--- src/rtl/uart_alu_ctrl_pkg.sv ---
// Shared definitions for the UART-driven ALU controller.
// The ALU and the controller both take their default widths and state encoding from here.
package uart_alu_ctrl_pkg;

    localparam int NB_DATA_DEFAULT       = 8;
    localparam int NB_OP_DEFAULT         = 6;
    localparam int TIMEOUT_TICKS_DEFAULT = 4096;

    typedef enum logic [2:0] {
        ST_WAIT_A  = 3'd0,
        ST_WAIT_B  = 3'd1,
        ST_WAIT_OP = 3'd2,
        ST_EXEC    = 3'd3,
        ST_SEND    = 3'd4,
        ST_WAIT_TX = 3'd5
    } state_t;

    // The inter-byte timeout only runs while the rest of a started command is awaited.
    function automatic logic is_collecting(input state_t s);
        return (s == ST_WAIT_B) || (s == ST_WAIT_OP);
    endfunction

endpackage

--- src/rtl/uart_alu_timeout.sv ---
// Saturating inter-byte timeout counter driven by baud ticks.
// Expiry is flagged in the same cycle as the tick that reaches the limit.
module uart_alu_timeout #(
    parameter int TIMEOUT_TICKS = 4096
) (
    input  logic i_clock,
    input  logic i_reset,
    input  logic i_clear,
    input  logic i_enable,
    input  logic i_tick,
    output logic o_expired
);

    localparam int NB_COUNT = $clog2(TIMEOUT_TICKS + 1);
    localparam logic [NB_COUNT-1:0] LIMIT    = NB_COUNT'(TIMEOUT_TICKS);
    localparam logic [NB_COUNT-1:0] LIMIT_M1 = NB_COUNT'(TIMEOUT_TICKS - 1);
    localparam logic [NB_COUNT-1:0] ONE      = NB_COUNT'(1);

    logic [NB_COUNT-1:0] count;

    always_ff @(posedge i_clock or posedge i_reset) begin
        if (i_reset) begin
            count <= '0;
        end else if (i_clear) begin
            count <= '0;
        end else if (i_enable && i_tick && (count != LIMIT)) begin
            count <= count + ONE;
        end
    end

    assign o_expired = i_enable && ((count == LIMIT) || (i_tick && (count == LIMIT_M1)));

endmodule

--- src/rtl/uart_alu_ctrl.sv ---
// Collects operand A, operand B and an opcode from the UART receiver, latches the ALU
// result and hands it to the transmitter; guards against stalled and overlapping commands.
module uart_alu_ctrl
    import uart_alu_ctrl_pkg::*;
#(
    parameter int NB_DATA       = NB_DATA_DEFAULT,
    parameter int NB_OP         = NB_OP_DEFAULT,
    parameter int TIMEOUT_TICKS = TIMEOUT_TICKS_DEFAULT
) (
    input  logic               i_clock,
    input  logic               i_reset,
    input  logic               i_tick,
    input  logic [NB_DATA-1:0] i_rx_data,
    input  logic               i_rx_done,
    input  logic [NB_DATA-1:0] i_alu_result,
    input  logic               i_tx_done,
    output logic [NB_DATA-1:0] o_alu_a,
    output logic [NB_DATA-1:0] o_alu_b,
    output logic [NB_OP-1:0]   o_alu_op,
    output logic [NB_DATA-1:0] o_tx_data,
    output logic               o_tx_start,
    output logic               o_busy,
    output logic               o_timeout,
    output logic               o_overrun
);

    state_t state;
    state_t next_state;

    logic counting;
    logic cnt_clear;
    logic expired;
    logic timeout_hit;
    logic overrun_hit;
    logic latch_a;
    logic latch_b;
    logic latch_op;
    logic latch_result;

    uart_alu_timeout #(
        .TIMEOUT_TICKS(TIMEOUT_TICKS)
    ) u_timeout (
        .i_clock  (i_clock),
        .i_reset  (i_reset),
        .i_clear  (cnt_clear),
        .i_enable (counting),
        .i_tick   (i_tick),
        .o_expired(expired)
    );

    always_ff @(posedge i_clock or posedge i_reset) begin
        if (i_reset) begin
            state <= ST_WAIT_A;
        end else begin
            state <= next_state;
        end
    end

    // A received byte always takes priority over a timeout landing in the same cycle.
    always_comb begin
        next_state = state;
        case (state)
            ST_WAIT_A:  if (i_rx_done) next_state = ST_WAIT_B;
            ST_WAIT_B: begin
                if (i_rx_done)    next_state = ST_WAIT_OP;
                else if (expired) next_state = ST_WAIT_A;
            end
            ST_WAIT_OP: begin
                if (i_rx_done)    next_state = ST_EXEC;
                else if (expired) next_state = ST_WAIT_A;
            end
            ST_EXEC:    next_state = ST_SEND;
            ST_SEND:    next_state = ST_WAIT_TX;
            ST_WAIT_TX: if (i_tx_done) next_state = ST_WAIT_A;
            default:    next_state = ST_WAIT_A;
        endcase
    end

    always_comb begin
        latch_a      = 1'b0;
        latch_b      = 1'b0;
        latch_op     = 1'b0;
        latch_result = 1'b0;
        timeout_hit  = 1'b0;
        overrun_hit  = 1'b0;
        o_tx_start   = 1'b0;
        o_busy       = (state != ST_WAIT_A);
        counting     = is_collecting(state);
        cnt_clear    = !counting || i_rx_done;
        case (state)
            ST_WAIT_A:  latch_a = i_rx_done;
            ST_WAIT_B: begin
                latch_b     = i_rx_done;
                timeout_hit = expired && !i_rx_done;
            end
            ST_WAIT_OP: begin
                latch_op    = i_rx_done;
                timeout_hit = expired && !i_rx_done;
            end
            ST_EXEC: begin
                latch_result = 1'b1;
                overrun_hit  = i_rx_done;
            end
            ST_SEND: begin
                o_tx_start  = 1'b1;
                overrun_hit = i_rx_done;
            end
            ST_WAIT_TX: overrun_hit = i_rx_done;
            default: ;
        endcase
    end

    // Operand registers are only written on their own byte, so a timeout leaves them intact.
    always_ff @(posedge i_clock or posedge i_reset) begin
        if (i_reset) begin
            o_alu_a   <= '0;
            o_alu_b   <= '0;
            o_alu_op  <= '0;
            o_tx_data <= '0;
            o_timeout <= 1'b0;
            o_overrun <= 1'b0;
        end else begin
            if (latch_a)      o_alu_a   <= i_rx_data;
            if (latch_b)      o_alu_b   <= i_rx_data;
            if (latch_op)     o_alu_op  <= i_rx_data[NB_OP-1:0];
            if (latch_result) o_tx_data <= i_alu_result;
            o_timeout <= timeout_hit;
            o_overrun <= overrun_hit;
        end
    end

endmodule

--- config.mk ---
export PLATFORM = sky130hd
export DESIGN_NAME = uart_alu_ctrl
export DESIGN_NICKNAME = d
export VERILOG_FILES = /design/src/rtl/uart_alu_ctrl_pkg.sv /design/src/rtl/uart_alu_timeout.sv /design/src/rtl/uart_alu_ctrl.sv
export SDC_FILE = /design/constraint.sdc
export NUM_CORES = 1
export LEC_CHECK = 0
export CORE_UTILIZATION = 48
export DETAILED_ROUTE_END_ITERATION = 12
export MAX_ROUTING_LAYER = met4
export PLACE_DENSITY_LB_ADDON = 0.1
export SLEW_MARGIN = 20
export SYNTH_ARGS = -nofsm -noshare
export SYNTH_HDL_FRONTEND = slang
export SYNTH_SLANG_ARGS = --single-unit
--- constraint.sdc ---
create_clock -name i_clock -period 1.8 [get_ports i_clock]
set_input_delay 0.36 -clock i_clock [delete_from_list [all_inputs] [get_ports i_clock]]
set_output_delay 0.36 -clock i_clock [all_outputs]
set_load 0.005 [all_outputs]
==> results.md <==
- Status: finished, final reports clean
- Synth unique cells: 37
- Max stage delay on crit path: 0.40 ns
- Comb pwr share: 42.9%
- Initial Util: 51.3%
- Share of power burned in registers: 39.3%
- Fmax: 573 MHz
- FF-to-FF Start: state[2]
- Power density over the cells: 1470 mW/mm^2
- Max Root-Sink Buffers: 2
- Diode count: 0
- Mapped Area: 0.00211 sq mm
- Initial antenna violation count: 0
- Initial DRC Count: 96
- Final GP Congestion: 0.778
- Wire per inst: 15.3 um
- Rows: 23
- Io pins: 55
- WS Path Type: register to primary output
- Least-Margin Pin Slew: 0.447 ns
- P_int: 0.00311 W
- Sequential cell area fraction in the yosys report: 56.9%
- Synthesized instance count: 160
- Final setup margin: 0.0557 ns
- Core footprint: 0.00412 sq mm
- Cell-by-cell trace of the critical path: buf_4 -> or3_4 -> clkdlybuf4s15_1
- Hold Violations, Final: 0
- Initial DRT Pass Iterations: 5
- Port Buffers: 54
- RSZ-0062 raised after global routing: false
- Switching Share: 27.0%
- Share of layout cells above drive strength 1: 26.0%
- Worst-Skew Late Latency: 0.30 ns
- Final setup skew: 0.0107 ns
- Maximum vdd drop: 0.000836 V
- Net switching power: 0.00115 W
- CTS tree: yes
- Worst Path Max Fanout: 3
- Post-DRT Antenna Nets: 0
- Largest net degree at the start of global routing: 49
- Pre-CTS setup slack: -0.0208 ns
- Max-slew violations: 0
- CP endpoint kind: primary output
- Die width: 68.3 um
- Clk network pwr share: 17.8%
- MaxCap Viol Count: 0
- Routed vias: 1462
- Post-layout total power: 0.00426 W
- Area growth syn-to-layout: 37.4%
- Required @ worst endpoint: 1.44 ns
- First-pass GRT wire length: 6.94 mm
- Final Cell Area: 0.00290 sq mm
- Clock root buffer: clkbuf_8
- Commonest non-fill, non-tap cells in the layout: 52 x clkdlybuf4s50_1, 48 x dfrtp_1, 30 x mux2_2
- Clk sink count: 48
- R2R setup slack: 0.16 ns
- Tcrit/Tclk final: 96.9%
- Post-DP HPWL: 2.95 mm
- Min Hold Slack: 0.417 ns
- H-tree Lvls: 2
- WL final: 4.23 mm
- Final nets: 249
- Ys async rst share: 100%
- Leak: 1.23 nW
- Fillers: 314
- Cts bufs inserted: 5
- Arr. time, crit path: 1.38 ns
- Slowest cell on the critical path: dfrtp_1
- Final setup viols: 0
- Commonest non-fill, non-tap cell in the layout: clkdlybuf4s50_1
- Synth warn: 0
- Grt ovf: 0
- Synth Register Bits: 48
- Vias/cell: 5.28
- Slew HR: 70.1%
- Net count after synthesis: 183
- R2R Path End: o_alu_b[6]
- Vias in the first global route: 1491
- Die ar.: 0.00467 sq mm
- Most common flop cell mapped by yosys: dfrtp_1
- Final Critical Period: 1.74 ns
- Worst hold-check path type: input pin to async pin
- CP Launch Type: register
- Post-synth EDFFs: 0
- Die Y: 68.3 um
- Post-route DRC: 0
- Mapped Avg Cell Area: 13.2 sq um
- Clock-pin slew on the worst setup and hold paths: 0.09 ns
- GRT Total Usage: 21.5%
- Worst R2R Path Depth: 6
- Post-Place Cell Area: 0.00277 sq mm
==> worst max-delay path by stage <==
stage	startpoint	to	slack, ns	depth (start not counted)
detailed placement	i_rx_done	o_alu_b[6]	-0.02	5
finish	state[1]	o_busy	0.06	3
CTS	state[1]	o_busy	0.05	3
global placement	i_rx_done	o_alu_b[4]	0.006	5
floorplan	i_reset	o_alu_a[0]	0.30	1
global route	state[1]	o_busy	0.01	3
==> synthesized netlist by cell type (2+ instances only) <==
| library cell | n | area [sq um] |
|---|---|---|
| xnor2_1 | 3 | 26.3 |
| nand2_1 | 6 | 22.5 |
| xor2_1 | 9 | 78.8 |
| nand4_1 | 5 | 31.3 |
| dfrtp_1 | 48 | 1200 |
| and3_1 | 2 | 12.5 |
| buf_6 | 3 | 33.8 |
| nor4_1 | 2 | 12.5 |
| buf_2 | 3 | 15.0 |
| mux2_2 | 30 | 338 |
| inv_1 | 4 | 15.0 |
| nand3_1 | 2 | 10.0 |
| nand2b_1 | 3 | 18.8 |
| ha_1 | 2 | 25.0 |
| and4_1 | 3 | 26.3 |
| nor2_1 | 14 | 52.6 |
==> worst max-delay path: cells and delay by family (launching register included) <==
kind                   cells  cell delay [ns]
flip-flops                 1             0.40
buffers and inverters      2             0.37
AND/OR/NAND/NOR            1             0.33
==> layer usage <==
layer  up-vias  track usage [%]  share of wire [%]
met5         -                -                  0
met4         0             10.9                2.5
met3        13             4.67                4.6
met2        50             34.3                 51
met1       718             25.6                 42
li1        681                -                  -
==> cell type report <==
class	instances	area [sq um]	area share (%)
clock buffers	6	72.6	2.50
clock inverters	2	35.0	1.21
inverters	4	15.0	0.518
multi-input cells	101	847	29.2
flip-flops and latches	48	1200	41.4
well taps	50	62.6	2.16
repair buffers	66	667	23.0
==> what timing repair did <==
| item | 4_1_cts | 5_1_grt |
|---|---|---|
| setup endpoints to repair | 2 | 0 |
| setup buffers | 3 | 0 |
| resized for setup | 4 | 0 |
| hold endpoints to repair | 0 | 0 |
| hold buffers | 0 | 0 |
==> power groups by stage <==
stage | Sequential [W] | Combinational, W | Clock (W)
finish | 0.00167 | 0.00183 | 0.000759
global route | 0.00173 | 0.00197 | 0.000819
CTS | 0.00168 | 0.00185 | 0.000777
detailed placement | 0.00170 | 0.00179 | 0
global placement | 0.00168 | 0.00174 | 0
floorplan | 0.00171 | 0.000792 | 0
==> stage by stage <==
step / util (%) / cells / TNS (ns)
2_1_floorplan: - / 160 / 0
3_3_place_gp: 67.2 / 266 / 0
3_5_place_dp: 67.2 / 266 / -0.0640
4_1_cts: 70.5 / 277 / 0
5_1_grt: 70.5 / 277 / 0
6_report: 70.5 / 277 / 0
==> state kept, by name, summed over array words and instances (netlist names) <==
| register | flops |
|---|---|
| o_alu_a | 8 |
| o_alu_b | 8 |
| o_alu_op | 6 |
| o_overrun | 1 |
| o_timeout | 1 |
| o_tx_data | 8 |
| state | 3 |
| u_timeout.count | 13 |
==> cell families after synthesis <==
family / after synthesis / share of synthesized area [%]
adders and majority gates: 2 / 1.19
and+or+nand+nor: 49 / 14.8
xor gates and xnor gates: 12 / 4.98
DFF: 48 / 56.9
buffers and inverters: 11 / 3.20
muxes: 31 / 16.5
AOI/OAI and AO/OA: 7 / 2.49
No activity file was read; power rests on OpenSTA's default activity.
